**src/rtl/generador_obstaculo.sv**
```systemverilog
// Falling-obstacle generator: spawns in a pseudo-random lane, descends one STEP per tick,
// scores each obstacle that leaves the screen and latches a crash on the collision flag.
`timescale 1ns/1ps
module generador_obstaculo #(
   parameter int TICK_DIV = 833333,
   parameter int STEP     = 2,
   parameter int Y_START  = 0,
   parameter int Y_END    = 480,
   parameter int LEFT_X   = 250,
   parameter int RIGHT_X  = 350
) (
   input  logic       iClk,
   input  logic       iRst_n,
   input  logic       iStart,
   input  logic       iStop,
   output logic [9:0] oPosicionXT,
   output logic [8:0] oPosicionYT,
   output logic       oActivo,
   output logic       oCrash,
   output logic [7:0] oPuntos
);

   localparam int CNT_W = (TICK_DIV > 2) ? $clog2(TICK_DIV) : 1;
   localparam logic [CNT_W-1:0] CNT_MAX = CNT_W'(TICK_DIV - 1);

   typedef enum logic [1:0] {IDLE, SPAWN, MOVE, CRASH} state_t;

   state_t           r_state;
   logic [7:0]       r_lfsr;
   logic [CNT_W-1:0] r_cnt;

   logic       w_tick;
   logic       w_fb;
   logic [9:0] w_next;

   function automatic logic [7:0] sat_inc(input logic [7:0] v);
      return (v == 8'hFF) ? v : v + 8'd1;
   endfunction

   // x^8+x^6+x^5+x^4+1, shifted left with feedback into bit 0
   assign w_fb   = r_lfsr[7] ^ r_lfsr[5] ^ r_lfsr[4] ^ r_lfsr[3];
   assign w_tick = (r_state == MOVE) && (r_cnt == CNT_MAX);
   assign w_next = {1'b0, oPosicionYT} + 10'(STEP);

   always_ff @(posedge iClk or negedge iRst_n) begin
      if (!iRst_n) begin
         r_state     <= IDLE;
         r_lfsr      <= 8'hA5;
         r_cnt       <= '0;
         oPosicionXT <= 10'(LEFT_X);
         oPosicionYT <= 9'(Y_START);
         oActivo     <= 1'b0;
         oCrash      <= 1'b0;
         oPuntos     <= 8'd0;
      end else begin
         r_lfsr <= {r_lfsr[6:0], w_fb};
         r_cnt  <= '0;
         case (r_state)
            IDLE: begin
               if (iStart) r_state <= SPAWN;
            end
            SPAWN: begin
               oPosicionYT <= 9'(Y_START);
               oPosicionXT <= r_lfsr[0] ? 10'(RIGHT_X) : 10'(LEFT_X);
               oActivo     <= 1'b1;
               r_state     <= MOVE;
            end
            MOVE: begin
               // collision wins over a coincident tick: nothing moves, nothing scores
               if (iStop) begin
                  oCrash  <= 1'b1;
                  oActivo <= 1'b0;
                  r_state <= CRASH;
               end else if (w_tick) begin
                  if (w_next < 10'(Y_END)) begin
                     oPosicionYT <= w_next[8:0];
                  end else begin
                     oPuntos <= sat_inc(oPuntos);
                     oActivo <= 1'b0;
                     r_state <= SPAWN;
                  end
               end else begin
                  r_cnt <= r_cnt + 1'b1;
               end
            end
            CRASH: begin
               if (iStart) begin
                  oCrash  <= 1'b0;
                  oPuntos <= 8'd0;
                  r_state <= SPAWN;
               end
            end
            default: r_state <= IDLE;
         endcase
      end
   end

endmodule

```
**config.mk**
```make
export PLATFORM = sky130hd
export DESIGN_NAME = generador_obstaculo
export DESIGN_NICKNAME = d
export VERILOG_FILES = /design/src/rtl/generador_obstaculo.sv
export SDC_FILE = /design/constraint.sdc
export NUM_CORES = 1
export LEC_CHECK = 0
export BUFFER_PORTS_ARGS = -buffer_cell sky130_fd_sc_hd__buf_2
export CORE_ASPECT_RATIO = 1.5
export CORE_MARGIN = 5
export CORE_UTILIZATION = 55
export DETAILED_ROUTE_END_ITERATION = 10
export PLACE_DENSITY_LB_ADDON = 0.25
export SETUP_SLACK_MARGIN = 0.5
export SYNTH_ARGS = -nofsm -noshare
export SYNTH_HDL_FRONTEND = slang
export SYNTH_SLANG_ARGS = --single-unit
```
**constraint.sdc**
```tcl
create_clock -name iClk -period 3 [get_ports iClk]
set_input_delay 0.3 -clock iClk [delete_from_list [all_inputs] [get_ports iClk]]
set_output_delay 0.3 -clock iClk [all_outputs]
set_load 0.01 [all_outputs]
```
; ---- After elaboration in Yosys (flattened, before gate mapping)
; Index checks and enable logic that the tools add are counted.
[word_totals]
register_bits = 59
input_bits = 4
output_inout_bits = 29
word_cells = 66
[op_classes]
addsub = 3
magnitude_cmp = 1
eq_ne = 15
n_mux = 26
bitwise_logic = 3
n_reduce_logical = 10
[op_table]
columns = cell, count
row1 = 20-bit two-way mux, 3
row2 = 8-bit two-way mux, 5
row3 = 9-bit two-way mux, 4
row4 = "20-bit by 1-bit adder with 20-bit output, second input constant", 1
row5 = "20-bit == test, second input constant", 1
row6 = 9-bit one-hot mux with 2 select lines, 1
row7 = 8-bit one-hot mux with 2 select lines, 1
row8 = "2-bit inequality test, second input constant", 6
row9 = "9-bit by 2-bit adder with 10-bit output, second input constant", 1
row10 = "10-bit by 9-bit < comparator with 1-bit output, second input constant", 1
row11 = 3-bit AND reduction, 3
row12 = "8-bit by 1-bit adder with 8-bit output, second input constant", 1
row13 = "8-bit == test, second input constant", 1
row14 = 2-bit two-way mux, 4
row15 = "3-bit inequality test, second input constant", 2
row16 = 2-bit one-hot mux with 3 select lines, 1
row17 = 6-bit AND reduction, 1
row18 = 1-bit two-way mux, 5
row19 = "2-bit == test, second input constant", 2
row20 = "2-bit by 1-bit inequality test with 1-bit output, second input constant", 2
row21 = 1-bit one-hot mux with 2 select lines, 2
row22 = 4-bit AND reduction, 1
row23 = 2-bit nonzero test, 2
row24 = 1-bit bitwise XOR, 3
row25 = 4 further kinds, 4

; ---- Depth between registers and ports, before layout
[depth]
word_depth = 6
mapped_depth = 9
ltp_nobuf = 8

; ---- Worst setup path after synthesis
; Ideal clock, no wire load.
[synth_path]
kind = register -> register
startpoint = register r_cnt[11]
endpoint = register oPuntos[2]
setup_time_ps = 124
arrival_ps = 2093
required_time_ps = 2876
slack_ps = 784
path_stages_with_launch = 7
path_buffers = 0
synth_period_minus_slack_ps = 2216
cell_sequence = dfrtp_1 nand4b_1 or4_4 or2_4 nor4_4 o21ai_2 a211o_1
[synth_between]
elab_chain_cells = 4
[synth_lines]
columns = element, line
row1 = start: declaration, 30  ; logic [CNT_W-1:0] r_cnt;
row2 = start signal: assignment, 83  ; r_cnt <= r_cnt + 1'b1;
row3 = 20-bit == test, 42  ; assign w_tick = (r_state == MOVE) && (r_cnt == CNT_MAX);
row4 = 1-bit logical AND, 42
row5 = 2-bit inequality test (no line), n/a
row6 = 6-bit AND reduction (no line), n/a
row7 = end signal: assignment, 78  ; oPuntos <= sat_inc(oPuntos);
row8 = end: declaration, 20  ; output logic [7:0] oPuntos
; Every way passes these cells.
; A chain may end at the register's enable or synchronous reset.

; ---- Worst setup path in the final report
[layout_path]
startpoint = register r_cnt[11]
endpoint = register oPuntos[7]
; The elaborated chain is that of the path after synthesis.

==> flow_metrics.py <==
metrics = {
    "worst_setup_path": {
        "r2r-end": "oPuntos[7]",
        "r2r-start": "r_cnt[11]",
        "end_kind": "flop",
        "critPathArrivalTime_ns": 2.56,
        "worstSetupStartpointType": "flop",
        "worstPathRequired_ns": 3.20,
        "cp-endpoint": "oPuntos[7]",
        "critPathKind": "reg2reg",
        "path_max_fanout": 7,
        "r2r_slack_ns": 0.64,
        "r2r_cells": 6,
        "crit_start": "r_cnt[11]",
    },
    "clock_tree": {
        "cts-root-buf": "clkbuf_8",
        "cts_resized": 0,
        "cts_tree": "yes",
        "cts_hold_buf": 0,
        "clk_latency_ns": 0.31,
        "ctsHtreeMaxLevel": 2,
        "cts_sinks": 50,
        "clockBufferDepth": 2,
        "post_cts_buffers": 0,
        "clk_pin_slew_worst_paths_ns": 0.09,
        "cts_buffers": 5,
    },
    "yosys": {
        "synth_warnings": 0,
        "synth-edff-count": 0,
        "ys.flop_type": "dfrtp_1",
        "syn-cell-area_um2": 2613,
        "ys_seq_area_share_pct": 48.13,
        "postSynth.asyncResetShare_pct": 100.0,
        "ys_ff_latch": 50,
        "avgSynthCellArea_um2": 10.01,
        "syn_inst": 261,
        "synth_cell_type_count": 43,
    },
    "finish": {
        "fin_nets": 297,
        "regArea_um2": 1257,
        "syn_to_final_growth_pct": 9.579,
        "drive_gt1_share_pct": 15.38,
        "fin_util_pct": 62.51,
        "final_common_cell": "dfrtp_1",
        "final_cell_mix": "dfrtp_1 (45), nor2_1 (32), buf_2 (25), nand2_1 (20), nand3_1 (15)",
        "n_fill_cell": 404,
        "multi_input_area_um2": 1245,
        "num_antenna_cells": 0,
    },
    "die": {
        "start_util_pct": 57.05,
        "io-pin-count": 33,
        "fp.dieH_um": 94.41,
        "fp.dieArea_um2": 6257,
        "die_x_um": 66.28,
        "core-area_um2": 4579,
        "core.rowCount": 30,
    },
    "routing": {
        "drt_iter0_drc": 70,
        "vias_per_cell": 5.423,
        "wl_per_cell_um": 13.99,
        "vias": 1898,
        "drc": 0,
        "ant_nets": 0,
        "finalWirelength_um": 4896,
        "drt_pass1_iterations": 4,
    },
    "power_and_ir_drop": {
        "vdd_drop_max_mv": 0.3542,
        "switching_share_pct": 31.10,
        "p_clk_share_pct": 30.3,
        "internal-power_mw": 1.074,
        "p_switching_uw": 484.8,
        "total_power_mw": 1.559,
        "power_density_nw_per_um2": 544.6,
        "power.leakage_nw": 1.373,
        "power_frac_comb_pct": 22.4,
        "seqPwrFrac_pct": 47.4,
    },
    "timing": {
        "holdWs_ns": 0.1844,
        "rsz0062_at_grt": "no",
        "fin_setup_tns_ns": 0,
        "slew_violations": 0,
        "max_clock_freq_mhz": 423.3,
        "setup_ws_ns": 0.6376,
        "setup_violations": 0,
        "hold_viol": 0,
        "post-route-min-period_ns": 2.362,
        "worst_slew_pin_slew_ns": 1.075,
        "post-route-period-util_pct": 78.75,
        "finClkSkew_ns": 0.008282,
        "maxSlewHeadroom_pct": 28.35,
    },
    "job": {
        "drv_cap": 0,
    },
    "global_route": {
        "grt_util_all_layers_pct": 17.29,
        "grt_pass1_vias": 1843,
        "grt_pass1_wl_um": 8369,
        "grt_max_degree": 51,
        "overflow": 0,
        "grt_antenna_before_repair": 0,
    },
    "hold_path": {
        "worstHoldPathType": "in2async",
    },
    "place": {
        "pre_cts_ws_ns": 0.6437,
        "io_buffers": 25,
        "gpl.final_weighted_congestion": 0.8190,
        "hpwl_um": 3565,
    },
    "status": {
        "status": "completed",
    },
}
power groups by stage:
stage	Clock, mW	Combinational (mW)	Sequential [mW]
floorplan	0	0.247	0.753
global placement	0	0.350	0.750
detailed placement	0	0.355	0.753
CTS	0.486	0.358	0.739
global route	0.511	0.393	0.745
finish	0.472	0.349	0.738
cells in the mapped netlist (2+ instances only):
master    instances  area share, %
a211o_1           7            2.3
a21o_1            2           0.57
a21oi_1           4           0.77
and2_1            3           0.72
and3_1           14            3.4
buf_4             9            2.6
clkbuf_1          3           0.43
conb_1            2           0.29
dfrtp_1          45             43
dfstp_2           5            5.0
ha_1              8            3.8
inv_1            12            1.7
mux2_2            2           0.86
mux2i_1           4            1.5
nand2_1          20            2.9
nand3_1          15            2.9
nand4_1           4           0.96
nand4b_1          2           0.67
nor2_1           32            4.6
nor3_1            8            1.5
nor3b_1          10            2.9
o211ai_1          2           0.57
o21ai_0           6            1.1
o22ai_1           3           0.72
xnor2_1          11            3.7
xor2_1           11            3.7
sequential cells by signal, summed over array words and instances, names as in the netlist:
name,cells
oCrash,1
oPuntos,8
oActivo,1
oPosicionXT,2
r_cnt,20
r_state,2
oPosicionYT,8
r_lfsr,8
how the worst min path moves through the flow:
| stage | startpoint | end | slack [ns] | cells after the start |
|---|---|---|---|---|
| CTS | iRst_n | r_lfsr[6] | 0.23 | 1 |
| detailed placement | r_lfsr[1] | r_lfsr[2] | 0.34 | 0 |
| global placement | r_lfsr[6] | r_lfsr[7] | 0.34 | 0 |
| floorplan | iRst_n | oActivo | 0.004 | 0 |
| global route | iRst_n | r_lfsr[6] | 0.29 | 1 |
| finish | iRst_n | oPosicionYT[2] | 0.18 | 1 |
area by class of cell:
class,count,area share (%)
clock buffers,6,2.535
multi-input cells,191,43.49
well taps,64,2.797
inverters,12,1.573
flip-flops and latches,50,43.92
repair buffers,25,4.371
clock inverters,2,1.311
cells by family (layout without fill, tap and decap cells):
family,Yosys count,count (layout),share of synthesized area (%)
DFF,50,50,48.13
other,2,7,0.2875
xor gates and xnor gates,22,22,7.375
adders and majority gates,8,8,3.832
buffers and inverters,25,45,4.932
AOI/OAI and AO/OA,32,32,9.483
and+or+nand+nor,116,116,23.56
muxes,6,6,2.395
critical path: stages, from the launching register on:
cell and delay (ns):
dfrtp_1 0.44, nand4b_1 0.19, or4_4 0.52, or2_4 0.29, nor4_4 0.32, o21ai_2 0.16
a211o_1 0.33
layer usage:
metal / vias to the layer above / wire length, um / GRT usage, %
met5: - / 0 / 0
met3: 8 / 137 / 3.214
li1: 940 / - / -
met4: 0 / 94 / 6.780
met2: 23 / 2622 / 31.15
met1: 927 / 2041 / 19.78
stage by stage:
step | cell area, um2 | std cells
after global placement | 2753 | 342
after floorplan | 2631 | 266
after global routing | 2863 | 350
after detailed placement | 2753 | 342
final | 2863 | 350
after CTS | 2863 | 350
(Power assumes the default switching activity.)
